[config.mk]
export PLATFORM = sky130hd
export DESIGN_NAME = sprom_arbiter
export DESIGN_NICKNAME = d
export VERILOG_FILES = /design/src/rtl/sprom_arbiter.sv
export SDC_FILE = /design/constraint.sdc
export NUM_CORES = 1
export LEC_CHECK = 0
export BUFFER_PORTS_ARGS = -buffer_cell sky130_fd_sc_hd__buf_4
export CAP_MARGIN = 20
export CORE_MARGIN = 5
export CORE_UTILIZATION = 47
export DETAILED_ROUTE_END_ITERATION = 7
export PLACE_DENSITY = 0.89
export SLEW_MARGIN = 10
export SYNTH_ARGS = -nofsm -noshare
export SYNTH_HDL_FRONTEND = slang
export SYNTH_SLANG_ARGS = --single-unit
[constraint.sdc]
create_clock -name clock -period 1.7 [get_ports clock]
set_input_delay 0.085 -clock clock [delete_from_list [all_inputs] [get_ports clock]]
set_output_delay 0.085 -clock clock [all_outputs]
set_load 0.005 [all_outputs]
[src/rtl/sprom_arbiter.sv]
// rtl/sprom_arbiter.sv - two-port round-robin read sequencer for a single synchronous ROM
module sprom_arbiter #(
  parameter int AWIDTH = 13
) (
  input  logic              clock,
  input  logic              reset_n,
  input  logic [1:0]        req,
  input  logic [AWIDTH-1:0] addr0,
  input  logic [AWIDTH-1:0] addr1,
  output logic [1:0]        ack,
  output logic [15:0]       rdata,
  output logic              busy,
  output logic [AWIDTH-1:0] rom_addr,
  input  logic [15:0]       rom_q
);

  localparam logic [1:0] S_IDLE  = 2'd0;
  localparam logic [1:0] S_ISSUE = 2'd1;
  localparam logic [1:0] S_WAIT  = 2'd2;

  logic [1:0] state;
  logic       gnt;
  logic       last_grant;
  logic [1:0] eligible;
  logic       pick;

  // The requester being acked this cycle still has req high; masking it lets
  // the other side win the ack cycle and keeps a held req from double-reading.
  always_comb begin
    eligible = req & ~ack;
    pick     = 1'b0;
    case (eligible)
      2'b01:   pick = 1'b0;
      2'b10:   pick = 1'b1;
      2'b11:   pick = ~last_grant;
      default: pick = 1'b0;
    endcase
  end

  assign busy = (state == S_ISSUE) || (state == S_WAIT);

  always_ff @(posedge clock or negedge reset_n) begin
    if (!reset_n) begin
      state      <= S_IDLE;
      ack        <= 2'b00;
      rdata      <= 16'h0000;
      rom_addr   <= '0;
      gnt        <= 1'b0;
      last_grant <= 1'b1;
    end else begin
      ack <= 2'b00;
      case (state)
        S_IDLE: begin
          if (eligible != 2'b00) begin
            rom_addr   <= pick ? addr1 : addr0;
            gnt        <= pick;
            last_grant <= pick;
            state      <= S_ISSUE;
          end
        end
        S_ISSUE: begin
          state <= S_WAIT;
        end
        S_WAIT: begin
          rdata <= rom_q;
          ack   <= gnt ? 2'b10 : 2'b01;
          state <= S_IDLE;
        end
        default: begin
          state <= S_IDLE;
        end
      endcase
    end
  end

endmodule

==> impl_metrics.tcl <==
set metrics [dict create \
    cp.required_ns 1.86 \
    grt_overflow_total 0 \
    die_y_um 71.0 \
    finalCritPeriodShare_pct 91.4 \
    drv_slew 0 \
    hp-class "primary input to flip-flop" \
    most-common-layout-cells "83 x buf_4, 34 x dfrtp_1, 17 x mux2_2" \
    reg2reg_depth 3 \
    cp_top_family "flip-flops" \
    grt_usage_pct 17.6 \
    dieWidth_um 71.0 \
    clock.fmax_mhz 644 \
    ff2ff_setup_slack_ns 0.15 \
    combPwrFrac_pct 47.2 \
    peakVddDrop_mv 0.878 \
    initial_utilization_pct 48.2 \
    whs_path_depth 2 \
    p_per_area_nw_per_um2 1660 \
    path_cells "nand3b_1 > a221oi_1 > a22oi_1" \
    cts.clk_slew.worst_paths_ns 0.07 \
    io_pins 78 \
    synth_top_area_share_pct 48.6 \
    endpoint_kind "flip-flop" \
    ys_seq_area_share_pct 50.1 \
    dr.first_iter.drc_count 84 \
    crit_path_start_kind "flip-flop" \
    cts_made_buffers 5 \
    slew_headroom_pct 66.0 \
    area.sequential_um2 877 \
    cp.arrival_ns 1.71 \
    worstSetupPathType "flip-flop to flip-flop" \
    fillers 301 \
    finalSetupViolCount 0 \
    core_region_area_um2 3630 \
    nets 275 \
    synth_largest_area_cell "dfrtp_1" \
    antenna_found_initial 0 \
    fin_setup_tns_ns 0 \
    maxCapViolCount 0 \
    post-cts-setup-buffers 0 \
    whs_endpoint "rdata[0]" \
    ys_ff_latch 35 \
    drt-total-wl_um 4280 \
    reg2reg_to "rom_addr[11]" \
    die_area_um2 5040 \
    synth_ff_type "dfrtp_1" \
    cp_slowest_cell "dfstp_2" \
    synthArstFlopShare_pct 100 \
    antenna_cells 0 \
    rsz0062_at_grt "false" \
    yosysUniqueCellTypes 24 \
    clkLatencyLatePin_ns 0.29 \
    period_needed_ns 1.55 \
    routedWlPerCell_um 15.6 \
    final_util_pct 67.6 \
    synthCells 148 \
    netSwitchingPower_mw 1.33 \
    intPower_mw 2.75 \
    crit_buf_inv 0 \
    clk_path_buf_depth 2 \
    dp_hpwl_um 3130 \
    cts_max_level 2 \
    placed_cells 266 \
    gp_congestion 0.759 \
    grt_pass1_wl_um 7010 \
    p_sw_share_pct 32.5 \
    cts-root-buf "clkbuf_8" \
    drtAntennaViolNets 0 \
    synth_area_um2 1750 \
    hold_start "rom_q[0]" \
    seq_power_share_pct 36.6 \
    timing.final.hold_violations 0 \
    synth-edff-count 0 \
    cts_tree "done" \
    yosysWarnings 0 \
    layout-drive-gt1-share_pct 48.9 \
    cts_sinks 35 \
    first_global_vias 1567 \
    p_leak_nw 1.22 \
    grt_max_degree 36 \
    area_delta_synth_final_pct 40.4 \
    hold_slack_ns 0.0276 \
    cp_max_fo 13 \
    finalNonFillerCells 275 \
    route.vias.total 1442 \
    max_stage_delay_ns 0.55 \
    tightest_slew_ns 0.509 \
    io_buffers 77 \
    finClkSkew_ns 0.00388 \
    rows 22 \
    p_clk_share_pct 16.2 \
    dpl_cell_area_um2 2350 \
    synth_nets 197 \
    multi_input_area_um2 727 \
    first_pass_iters 4 \
    routed_via_density 5.24 \
    syn_area_per_cell_um2 11.8 \
    drc_errors 0 \
    reg2reg_from "last_grant" \
    yosys-top-cells-area "dfrtp_1 49%, mux2_2 11%, and3b_1 7.0%" \
    design_area_um2 2460 \
    status "complete, no violations" \
    final_common_cell "buf_4" \
]
-- Yosys cell counts (2+ instances only) --
cell      count
inv_1        16
a221oi_1     12
mux2_1        2
buf_6         4
a22oi_1      13
mux2_2       17
buf_2         3
o21ai_0      13
ha_1          3
dfrtp_1      34
and3b_1      14
clkbuf_1      5
-- power groups by stage --
stage | Sequential [mW] | Combinational [mW] | Clock, mW
2_1_floorplan | 1.51 | 1.04 | 0
5_1_grt | 1.55 | 2.13 | 0.710
3_5_place_dp | 1.50 | 1.94 | 0
3_3_place_gp | 1.47 | 1.90 | 0
4_1_cts | 1.50 | 1.95 | 0.677
6_report | 1.49 | 1.92 | 0.661
-- through the flow --
step	power (mW)	worst slack, ns
after floorplan	2.55	0.266
after global placement	3.37	0.250
after detailed placement	3.45	0.191
after CTS	4.13	0.169
after global routing	4.39	0.0237
final	4.08	0.146
-- final cells by class --
cell class | count | share of cell area, %
well taps | 48 | 2.44
multi-input cells | 84 | 29.6
repair buffers | 84 | 25.8
clock buffers | 8 | 4.07
flip-flops and latches | 35 | 35.7
inverters | 16 | 2.44
-- flip-flops by register name (all words and copies together), names as in the netlist --
| name | cells |
|---|---|
| rdata | 16 |
| ack | 2 |
| rom_addr | 13 |
| last_grant | 1 |
| gnt | 1 |
| state | 2 |
-- worst register-to-register path, cell delays in order (launching register included) --
cell	delay, ns
dfstp_2	0.55
nand3b_1	0.36
a221oi_1	0.40
a22oi_1	0.12
-- cell families after synthesis --
| kind of cell | Yosys count | share of synthesized area [%] |
|---|---|---|
| simple gates | 21 | 9.79 |
| compound gates | 41 | 17.4 |
| buf+inv | 29 | 8.36 |
| mux | 19 | 12.2 |
| fa+ha+maj | 3 | 2.14 |
| flops | 35 | 50.1 |
-- per-layer routing --
layer	track usage, %	up-vias	share of wire [%]
met3	8.95	6	12
met5	0	-	0
li1	-	691	-
met2	29.1	72	46
met1	19.8	673	40
met4	5.64	0	1.3
-- worst max-delay path by stage --
stage | slack (ns) | to | start | cells past startpoint
after global routing | 0.02 | rom_addr[2] | last_grant | 3
after global placement | 0.25 | rom_addr[0] | last_grant | 3
after floorplan | 0.27 | rdata[10] | state[0] | 5
after detailed placement | 0.19 | rom_addr[11] | last_grant | 3
final | 0.15 | rom_addr[11] | last_grant | 3
after CTS | 0.17 | rom_addr[11] | last_grant | 3
-- what timing repair did --
item / CTS / global route
gates resized for setup: 0 / 0
hold buffers: 1 / 0
endpoints found under the hold margin: 34 / 0
No activity file was read; power rests on OpenSTA's default activity.
